$ cat config.mk
export PLATFORM = sky130hd
export DESIGN_NAME = seg7_scan_decoder
export DESIGN_NICKNAME = d
export VERILOG_FILES = /design/src/rtl/seg7_pkg.sv /design/src/rtl/seg7_pattern_decode.sv /design/src/rtl/seg7_scan_decoder.sv
export SDC_FILE = /design/constraint.sdc
export NUM_CORES = 1
export LEC_CHECK = 0
export CAP_MARGIN = 5
export CORE_ASPECT_RATIO = 0.6
export CORE_MARGIN = 4
export CORE_UTILIZATION = 50
export DETAILED_ROUTE_END_ITERATION = 7
export PLACE_DENSITY_LB_ADDON = 0.3
export SLEW_MARGIN = 25
export SYNTH_ARGS = -nofsm -noshare
export SYNTH_HDL_FRONTEND = slang
export SYNTH_SLANG_ARGS = --single-unit
$ cat constraint.sdc
create_clock -name clk -period 1.6 [get_ports clk]
set_input_delay 0.16 -clock clk [delete_from_list [all_inputs] [get_ports clk]]
set_output_delay 0.16 -clock clk [all_outputs]
set_load 0.1 [all_outputs]
$ cat src/rtl/seg7_pkg.sv
// seg7_pkg: shared 7-segment pattern table and scan-decoder FSM encoding
package seg7_pkg;
  localparam logic [6:0] SEG_0 = 7'h3F;
  localparam logic [6:0] SEG_1 = 7'h06;
  localparam logic [6:0] SEG_2 = 7'h5B;
  localparam logic [6:0] SEG_3 = 7'h4F;
  localparam logic [6:0] SEG_4 = 7'h66;
  localparam logic [6:0] SEG_5 = 7'h6D;
  localparam logic [6:0] SEG_6 = 7'h7D;
  localparam logic [6:0] SEG_7 = 7'h07;
  localparam logic [6:0] SEG_8 = 7'h7F;
  localparam logic [6:0] SEG_9 = 7'h6F;
  localparam logic [6:0] SEG_A = 7'h77;
  localparam logic [6:0] SEG_B = 7'h7C;
  localparam logic [6:0] SEG_C = 7'h39;
  localparam logic [6:0] SEG_D = 7'h5E;
  localparam logic [6:0] SEG_E = 7'h79;
  localparam logic [6:0] SEG_F = 7'h71;
  localparam logic [6:0] SEG_BLANK = 7'h00;
  localparam logic [6:0] SEG_TAB [16] = '{SEG_0, SEG_1, SEG_2, SEG_3, SEG_4, SEG_5, SEG_6, SEG_7,
                                          SEG_8, SEG_9, SEG_A, SEG_B, SEG_C, SEG_D, SEG_E, SEG_F};
  typedef enum logic [1:0] {IDLE, SETTLE, CAPTURE, HOLD} state_t;
endpackage

$ cat src/rtl/seg7_pattern_decode.sv
// seg7_pattern_decode: segment pattern back to nibble with blank/invalid flags
module seg7_pattern_decode
  import seg7_pkg::*;
(
  input  logic [6:0] seg,
  output logic [3:0] nibble,
  output logic       blank,
  output logic       invalid
);
  always_comb begin
    nibble = '0;
    blank = seg == SEG_BLANK;
    invalid = !blank;
    for (int i = 0; i < 16; i++)
      if (seg == SEG_TAB[i]) begin
        nibble = 4'(i);
        invalid = 1'b0;
      end
  end
endmodule

$ cat src/rtl/seg7_scan_decoder.sv
// seg7_scan_decoder: snoops a multiplexed 7-seg bus and reassembles the displayed word
module seg7_scan_decoder
  import seg7_pkg::*;
#(
  parameter int NDIG = 4,
  parameter int STABLE_CYCLES = 4
) (
  input  logic              clk,
  input  logic              rst_n,
  input  logic [6:0]        seg,
  input  logic [NDIG-1:0]   an_n,
  output logic [4*NDIG-1:0] word,
  output logic              word_valid,
  output logic              word_err,
  output logic [NDIG-1:0]   blank_mask
);
  localparam int CW = $clog2(STABLE_CYCLES + 1);
  logic [6:0] seg_q, seg_p;
  logic [NDIG-1:0] an_q, an_p, act, slot_blank, slot_err, seen;
  logic [4*NDIG-1:0] slot_word;
  logic [CW-1:0] cnt;
  state_t st;
  logic [3:0] nib;
  logic blank, invalid, one_hot, changed, frame;
  assign act = ~an_q;
  assign one_hot = act != '0 && (act & (act - 1'b1)) == '0;
  assign changed = {an_q, seg_q} != {an_p, seg_p};
  assign frame = &seen;
  // the previous sample is the confirmed-stable value while in CAPTURE
  seg7_pattern_decode u_dec (.seg(seg_p), .nibble(nib), .blank(blank), .invalid(invalid));
  always_ff @(posedge clk or negedge rst_n) begin
    if (!rst_n) begin
      seg_q <= '0;
      seg_p <= '0;
      an_q <= '1;
      an_p <= '1;
      st <= IDLE;
      cnt <= '0;
      seen <= '0;
      slot_word <= '0;
      slot_blank <= '0;
      slot_err <= '0;
      word <= '0;
      word_valid <= 1'b0;
      word_err <= 1'b0;
      blank_mask <= '0;
    end else begin
      seg_q <= seg;
      an_q <= an_n;
      seg_p <= seg_q;
      an_p <= an_q;
      case (st)
        IDLE: if (one_hot) begin
          st <= SETTLE;
          cnt <= CW'(1);
        end
        SETTLE: if (changed) begin
          st <= one_hot ? SETTLE : IDLE;
          cnt <= CW'(1);
        end else begin
          cnt <= cnt + 1'b1;
          if (cnt == CW'(STABLE_CYCLES - 1)) st <= CAPTURE;
        end
        default: if (changed) begin
          st <= one_hot ? SETTLE : IDLE;
          cnt <= CW'(1);
        end else st <= HOLD;
      endcase
      word_valid <= frame;
      if (frame) begin
        word <= slot_word;
        word_err <= |slot_err;
        blank_mask <= slot_blank;
        seen <= '0;
        slot_word <= '0;
        slot_blank <= '0;
        slot_err <= '0;
      end
      if (st == CAPTURE)
        for (int i = 0; i < NDIG; i++)
          if (!an_p[i]) begin
            slot_word[4*i+:4] <= nib;
            slot_blank[i] <= blank;
            slot_err[i] <= invalid;
            seen[i] <= 1'b1;
          end
    end
  end
endmodule

Word level (Yosys, flattened, before mapping)
Cells that the tools add are included.
{"block": "totals", "reg_bits": 77, "input_bits": 13, "output_inout_bits": 22, "word_cells": 116}
{"block": "op_classes", "addsub": 2, "eq_ne": 22, "n_mux": 65, "bitwise": 2, "reduce_logical": 11}
{"operator": "7-bit == test (second input constant)", "count": 12}
{"operator": "4-bit two-way mux", "count": 18}
{"operator": "16-bit two-way mux", "count": 2}
{"operator": "1-bit two-way mux", "count": 30}
{"operator": "3-bit two-way mux", "count": 7}
{"operator": "7-bit by 3-bit == test with 1-bit output (second input constant)", "count": 2}
{"operator": "7-bit by 6-bit == test with 1-bit output (second input constant)", "count": 2}
{"operator": "2-bit two-way mux", "count": 6}
{"operator": "11-bit != test", "count": 1}
{"operator": "7-bit zero test", "count": 1}
{"operator": "3-bit case mux with 2 select lines", "count": 1}
{"operator": "4-bit bitwise AND", "count": 1}
{"operator": "4-bit zero test", "count": 1}
{"operator": "4-bit inverter", "count": 1}
{"operator": "2-bit case mux with 2 select lines", "count": 1}
{"operator": "2-bit AND reduction", "count": 2}
{"operator": "4-bit AND reduction", "count": 1}
{"operator": "4-bit nonzero test", "count": 1}
{"operator": "4-bit OR reduction", "count": 1}
{"operator": "4-bit by 1-bit subtractor with 4-bit output (second input constant)", "count": 1}
{"operator": "3-bit by 1-bit adder with 3-bit output (second input constant)", "count": 1}
{"operator": "3-bit by 2-bit == test with 1-bit output (second input constant)", "count": 1}
{"operator": "3-bit != test (second input constant)", "count": 1}
{"operator": "3-bit nonzero test", "count": 1}
{"operator": "6 further kinds", "count": 6}

Depth between registers and ports, before layout
Gate-level depths: netlist of the first run.
{"block": "depth", "ltp_word": 20, "mapped_depth": 6, "mapped_depth_nobuf": 5}

Cells and area by module
Synthesis of the first run repeated with hierarchy kept, for this count alone.
{"block": "unflattened", "cells_unflattened": 285, "hier_area_um2": 3268.1}
{"module": "seg7_scan_decoder", "instances": 1, "cells_per_inst": 231, "area_per_inst_um2": 2894.0, "seq_area_each_um2": 1936.9}
{"module": "seg7_pattern_decode", "instances": 1, "cells_per_inst": 54, "area_per_inst_um2": 374.1, "seq_area_each_um2": 0.0}

Least setup slack after synthesis of the first run
Ideal clock, no wire load.
{"block": "synth_path", "path_type": "register to register", "start": "register an_q[3]", "end": "register cnt[0]", "setup_time_ns": 0.125, "arrival_ns": 1.421, "path_slack_ns": 0.054, "path_stages_with_launch": 6, "path_buffers": 0, "synth_period_minus_slack_ns": 1.546, "path_cell_list": "dfstp_2 xnor2_1 nand4_1 nor3_2 a22oi_1 mux2_2"}
{"block": "synth_between", "elab_chain_cells": 7}
{"item": "start: declaration", "line_no": "seg7_scan_decoder.sv:19", "rtl": "logic [NDIG-1:0] an_q, an_p, act, slot_blank, slot_err, seen;"}
{"item": "start signal: assignment", "line_no": "seg7_scan_decoder.sv:49", "rtl": "an_q <= an_n;"}
{"item": "4-bit inverter", "line_no": "seg7_scan_decoder.sv:25", "rtl": "assign act = ~an_q;"}
{"item": "4-bit by 1-bit subtractor with 4-bit output", "line_no": "seg7_scan_decoder.sv:26", "rtl": "assign one_hot = act != '0 && (act & (act - 1'b1)) == '0;"}
{"item": "4-bit bitwise AND", "line_no": "seg7_scan_decoder.sv:26"}
{"item": "4-bit zero test", "line_no": "seg7_scan_decoder.sv:26"}
{"item": "1-bit logical AND", "line_no": "seg7_scan_decoder.sv:26"}
{"item": "2-bit != test (no line)"}
{"item": "2-bit AND reduction (no line)"}
{"item": "end signal: assignment", "line_no": "seg7_scan_decoder.sv:61", "rtl": "cnt <= cnt + 1'b1;"}
{"item": "end: declaration", "line_no": "seg7_scan_decoder.sv:21", "rtl": "logic [CW-1:0] cnt;"}
Parallel ways exist; a longest one is shown, timed or not.
A chain may end at the register's enable or synchronous reset.

Worst setup path after layout of the first run
{"block": "layout_path", "start": "register seg_p[6]", "end": "register slot_err[2]"}
{"block": "layout_between", "elab_chain_cells": 20}
{"item": "start: declaration", "line_no": "seg7_scan_decoder.sv:18", "rtl": "logic [6:0] seg_q, seg_p;"}
{"item": "start signal: assignment", "line_no": "seg7_scan_decoder.sv:50", "rtl": "seg_p <= seg_q;"}
{"item": "7-bit zero test", "line_no": "seg7_pattern_decode.sv:12", "rtl": "blank = seg == SEG_BLANK;"}
{"item": "1-bit zero test", "line_no": "seg7_pattern_decode.sv:13", "rtl": "invalid = !blank;"}
{"item": "1-bit two-way mux (15 in a row)", "line_no": "seg7_pattern_decode.sv:15", "rtl": "if (seg == SEG_TAB[i]) begin"}
{"item": "1-bit two-way mux *", "line_no": "seg7_pattern_decode.sv:15"}
{"item": "1-bit two-way mux *", "line_no": "seg7_scan_decoder.sv:81", "rtl": "if (!an_p[i]) begin"}
{"item": "4-bit two-way mux *", "line_no": "seg7_scan_decoder.sv:79", "rtl": "if (st == CAPTURE)"}
{"item": "end signal: indexed assignment", "line_no": "seg7_scan_decoder.sv:84", "rtl": "slot_err[i] <= invalid;"}
{"item": "end: declaration", "line_no": "seg7_scan_decoder.sv:19"}
Every way passes the cells marked *; elsewhere a longest branch is shown, timed or not.

==> results of run 1 <==
-- through the flow --
step | hold WS [ps] | instances
floorplan | -136 | 297
global placement | 83.5 | 433
detailed placement | 90.1 | 433
CTS | 197 | 458
global route | 182 | 463
finish | 206 | 463
-- final cells by class --
| class | count | area, sq um | share of cell area |
|---|---|---|---|
| Sequential cell | 77 | 1950 | 0.424 |
| Multi-Input combinational cell | 203 | 1370 | 0.300 |
| Timing Repair Buffer | 78 | 941 | 0.205 |
| Clock buffer | 10 | 128 | 0.0278 |
| Tap cell | 84 | 105 | 0.0229 |
| Clock inverter | 6 | 71.3 | 0.0156 |
| Inverter | 5 | 21.3 | 0.00464 |
-- cells in the mapped netlist (all sizes together), types with 4 or more instances --
| cell type | number |
|---|---|
| o31ai | 5 |
| nand2b | 5 |
| dfrtp | 69 |
| inv | 4 |
| nor2b | 7 |
| o21ai | 7 |
| buf | 8 |
| xnor2 | 13 |
| clkbuf | 4 |
| nor2 | 13 |
| nand2 | 84 |
| a22o | 16 |
| nand4 | 6 |
| dfstp | 8 |
| a21oi | 4 |
-- worst paths after layout --
path,endpoint,slack (ps),depth (start not counted)
setup / recovery,slot_err[2]$_DFF_PN0_,-120,6
hold / removal,an_q[0]$_DFF_PN1_,210,1
setup reg to reg,slot_err[2]$_DFF_PN0_,-120,6
hold reg to reg,an_p[3]$_DFF_PN1_,400,0
max in group asynchronous,slot_blank[0]$_DFF_PN0_,760,3
min in group asynchronous,slot_word[13]$_DFF_PN0_,250,2
-- kinds of logic (layout without fill, tap and decap cells) --
kind of cell    after synthesis  count (layout)  synth area share
mux                           3               3           0.00977
simple gates                135             135             0.195
flops                        77              77             0.605
buf+inv                      17              99            0.0274
xor+xnor                     13              13            0.0356
compound gates               50              50             0.120
fa+ha+maj                     2               2           0.00781
-- power breakdown --
part | internal [uW] | leakage, uW | total, uW | switching [uW]
Sequential | 1980 | 0.00100 | 2030 | 47.3
Combinational | 169 | 0.00104 | 331 | 161
Clock | 734 | 0.0000935 | 1480 | 750
Total | 2890 | 0.00214 | 3850 | 959
-- per-layer routing --
| layer | global-route usage | vias to the layer above | wire length (um) | part of all wire |
|---|---|---|---|---|
| li1 | - | 1188 | - | - |
| met1 | 0.299 | 1205 | 3740 | 0.46 |
| met2 | 0.319 | 93 | 3630 | 0.45 |
| met3 | 0.0701 | 10 | 605 | 0.075 |
| met4 | 0.0567 | 0 | 85 | 0.011 |
| met5 | 0 | - | 0 | 0 |
-- flip-flops by register name, summed over array words and instances, names as in the netlist --
name        cells
st              2
blank_mask      4
seen            4
seg_p           7
an_p            4
word_err        1
cnt             3
slot_blank      4
seg_q           7
an_q            4
word           16
slot_err        4
slot_word      16
word_valid      1
-- repair_timing --
item	in CTS	in global routing
hold buffers	1	0
hold endpoints to repair	23	0
resized for setup	37	27
setup endpoints to repair	23	26
pin swaps	16	13
setup buffers	8	5
==> impl_metrics.yaml, run 1 <==
setup_path:
  critical_path_buf_inv_count: 1
  required_ps: 1870
  cp.arrival_ps: 1980
  crit_family: "compound AO/OA/AOI/OAI gates"
  cp-start-kind: "flip-flop"
  path_max_fanout: 4
  end_kind: "flip-flop"
  critPathLaunch: "seg_p[6]$_DFF_PN0_"
  crit_chain: "buf_6, and2_4, o21ai_2, a311oi_2, a211o_1, o31ai_2"
  slowest_delay_ps: 450
  cp_slowest_cell: "dfrtp_2"
  critPathKind: "flip-flop to flip-flop"
  regToRegStartpoint: "seg_p[6]$_DFF_PN0_"
floorplanning:
  rows: 22
  die-area_sq_mm: 0.00779
  die_h_um: 70.0
  ioPinCount: 35
  core_sq_mm: 0.00617
  die_w_um: 111
  initial_core_util: 0.519
clock_network:
  cts-root-buf: "clkbuf_8"
  cts_buffers: 9
  clkTransAtPathRegs_ps: 90
  h-tree-depth: 3
  cts_sinks: 77
  clockBufferDepth: 2
  cts_tree: "done"
  insertion_delay_ps: 350
final_layout:
  postLayoutCoreUtil: 0.744
  final_cell_mix: "82 x nand2_1, 62 x dfrtp_1, 33 x buf_4"
  drive_gt1_frac: 0.364
  fin_nets: 389
  fillers: 412
  fin_area_sq_mm: 0.00459
  layout_commonest_cell: "nand2_1"
  areaGrowthSynthToFinish_pct: 43.2
  diodes: 0
run_status:
  status: "complete, but fails checks"
  violations: "negative setup slack"
power_and_ir_drop:
  leakagePower_uw: 0.00214
  power.density_mw_per_mm2: 839
  finalPower_uw: 3850
  ir_drop_mv: 0.573
routing:
  routed_wl_mm: 8.06
  drt_iter0_markers: 159
  drc: 0
  wire_per_inst_um: 17.4
  ant_nets: 0
  vias: 2496
  drtPass1Iterations: 5
  drt-vias-per-instance: 5.39
global_routing:
  grt_max_degree: 35
  antenna_found_initial: 0
  grtUsageTotal: 0.213
  overflow: 0
  grt_pass1_wl_mm: 13.0
  grt_pass1_vias: 2507
worst_hold_path:
  hp-start: "an_n[0]"
  min_path_type: "primary input to flip-flop"
synth:
  avgSynthCellArea_sq_um: 10.8
  synth_warnings: 0
  synth_edf_count: 0
  synth.cell_area_sq_mm: 0.00320
  synth_top_area_frac: 0.539
  synth-seq-area-share: 0.605
  ys_types: 48
  async_reset_ff_frac: 1.00
  syn_inst: 297
  synth-seq-cells: 77
  synth_area_leaders: "dfrtp_1 54%, nand2_1 9.7%, dfstp_2 6.6%"
  synth_largest_area_cell: "dfrtp_1"
  synthFlopType: "dfrtp_1"
  synth_nets: 312
sta:
  relSlewSlack: 0.681
  fmax_mhz: 583
  setup_viol: 16
  worst_pin_slew_ps: 474
  fin_crit_sh: 1.07
  fin_ws_ps: -116
  finalMaxSlewViolations: 0
  fin_skew_ps: 9.28
  hold_viol: 0
  fin_crit_ps: 1720
  rsz0062_at_grt: "yes"
  setup_tns_ps: -960
placement:
  dp_slack_ps: -117
  gp_congestion: 0.830
  hpwl_mm: 5.12
  io_buffers: 34
  placed_cell_area_sq_mm: 0.00403
flow_run:
  drv_cap: 0
No activity file was read; power rests on OpenSTA's default activity.
==> inputs of run 2 (changes only) <==
Settings changed: SETUP_SLACK_MARGIN set to 0.1, SKIP_LAST_GASP set to 1.
==> run 2 against run 1 <==
The run still ends with negative setup slack left. Final cell count shrank 0.43%. Critical endpoint unchanged. Core utilization is 0.77 points higher. Maximum frequency shrank 3.7%. Clock skew increased by 1.3 ps. Non-clock buffer count down 2. Setup slack worse by 65 ps.
==> impl_metrics.yaml, run 2 (synthesis results as in run 1) <==
sta:
  fin_crit_ps: 1780
  relSlewSlack: 0.629
  fin_ws_ps: -181
  rsz0062_at_grt: "yes"
  worst_pin_slew_ps: 552
  hold_viol: 0
  fmax_mhz: 561
  setup_viol: 19
  fin_hold_ws_ps: 214
  fin_skew_ps: 10.6
  fin_crit_sh: 1.11
  finalMaxSlewViolations: 0
clock_network:
  h-tree-depth: 3
  cts_sinks: 77
  clkTransAtPathRegs_ps: 90
  clockBufferDepth: 2
  cts_buffers: 9
  insertion_delay_ps: 350
  cts_tree: "done"
  cts-root-buf: "clkbuf_8"
floorplanning:
  rows: 22
  die_h_um: 70.0
  core_sq_mm: 0.00617
  initial_core_util: 0.519
  ioPinCount: 35
  die_w_um: 111
  die-area_sq_mm: 0.00779
power_and_ir_drop:
  finalPower_uw: 4170
  ir_drop_mv: 0.630
  p_seq_frac: 0.487
  p_sw_uw: 975
  p_int_uw: 3190
  leakagePower_uw: 0.00218
  clock_power_share: 0.433
  sw_frac_of_total: 0.234
  power.density_mw_per_mm2: 900
  power_frac_comb: 0.080
routing:
  routed_wl_mm: 8.80
  drc: 0
  drtPass1Iterations: 4
  drt_iter0_markers: 196
  ant_nets: 0
  wire_per_inst_um: 19.1
  vias: 2665
  drt-vias-per-instance: 5.78
final_layout:
  fin_nets: 387
  layout_commonest_cell: "nand2_1"
  multi_input_comb_area_sq_mm: 0.00139
  postLayoutCoreUtil: 0.751
  fillers: 409
  final_cell_mix: "82 x nand2_1, 62 x dfrtp_1, 32 x buf_4"
  areaGrowthSynthToFinish_pct: 44.7
  drive_gt1_frac: 0.353
  reg.largest.list: "slot_word: 16 flops, word: 16 flops"
  regArea_sq_mm: 0.00195
  diodes: 0
setup_path:
  slowest_delay_ps: 470
  cp.arrival_ps: 2010
  critPathKind: "flip-flop to flip-flop"
  cp-start-kind: "flip-flop"
  crit_chain: "buf_6, nor3_4, a21oi_2, a311oi_2, a211o_1, o31ai_1"
  end_kind: "flip-flop"
  required_ps: 1830
  cp_slowest_cell: "dfrtp_2"
  path_max_fanout: 6
global_routing:
  grt_pass1_vias: 2699
  grt_pass1_wl_mm: 13.7
  busiest_layer: "met2"
  overflow: 0
  grt_max_degree: 40
  grtUsageTotal: 0.223
  antenna_found_initial: 0
  use_met2: 0.339
  groute.layer.met3.usage: 0.0684
  grt_use_met1: 0.303
placement:
  hpwl_mm: 5.25
  io_buffers: 34
  gp_congestion: 0.914
run_status:
  violations: "negative setup slack"
  status: "complete, but fails checks"
flow_run:
  drv_cap: 0
worst_hold_path:
  min_path_type: "primary input to flip-flop"
[run 2: cell type report]
cell class,instances,area share
clock inverters,7,0.0265
clock buffers,9,0.0267
well taps,84,0.0227
multi-input cells,203,0.299
flip-flops and latches,77,0.420
inverters,5,0.00405
repair buffers,76,0.201
[run 2: worst max-delay path: cells and delay by family, from the launching register on]
kind,cells,cell delay (ps)
compound gates,4,790
simple gates,1,240
flops,1,470
buf+inv,1,140
[run 2: worst paths after layout]
check	start	to	slack, ps	depth (start not counted)
hold reg to reg	seg_q[2]$_DFF_PN0_	seg_p[2]$_DFF_PN0_	400	0
min in group asynchronous	rst_n	seg_p[4]$_DFF_PN0_	240	2
max in group asynchronous	rst_n	an_p[3]$_DFF_PN1_	740	3
setup / recovery	seg_p[5]$_DFF_PN0_	slot_err[2]$_DFF_PN0_	-180	6
hold / removal	an_n[3]	an_q[3]$_DFF_PN1_	210	1
setup reg to reg	seg_p[5]$_DFF_PN0_	slot_err[2]$_DFF_PN0_	-180	6
[run 2: what timing repair did]
action | CTS | global route
resized for setup | 37 | 25
gates cloned | 0 | 0
hold endpoints to repair | 58 | 0
setup buffers | 8 | 4
pin swaps | 16 | 15
hold buffers | 1 | 0
endpoints found under the setup margin | 28 | 28
[run 2: power by group through the flow]
| stage | combinational, uW | clock (uW) | sequential (uW) |
|---|---|---|---|
| after detailed placement | 242 | 0 | 2060 |
| final | 334 | 1800 | 2030 |
| after CTS | 294 | 1820 | 2030 |
| after global placement | 237 | 0 | 2060 |
| after global routing | 359 | 1910 | 2040 |
| after floorplan | 124 | 0 | 2040 |
[run 2: stage by stage]
stage	setup TNS, ps	std cells	cell area, sq um	setup WS [ps]
after floorplan	0	297	3210	53.9
after global placement	-684	432	4030	-85.1
after detailed placement	-1570	432	4030	-120
after CTS	-553	457	4500	-83.8
after global routing	-2650	461	4630	-241
final	-1530	461	4630	-181
[run 2: routing by layer]
layer | share of wire | vias up
li1 | - | 1173
met3 | 0.086 | 28
met2 | 0.45 | 122
met1 | 0.42 | 1342
met4 | 0.039 | 0
met5 | 0 | -
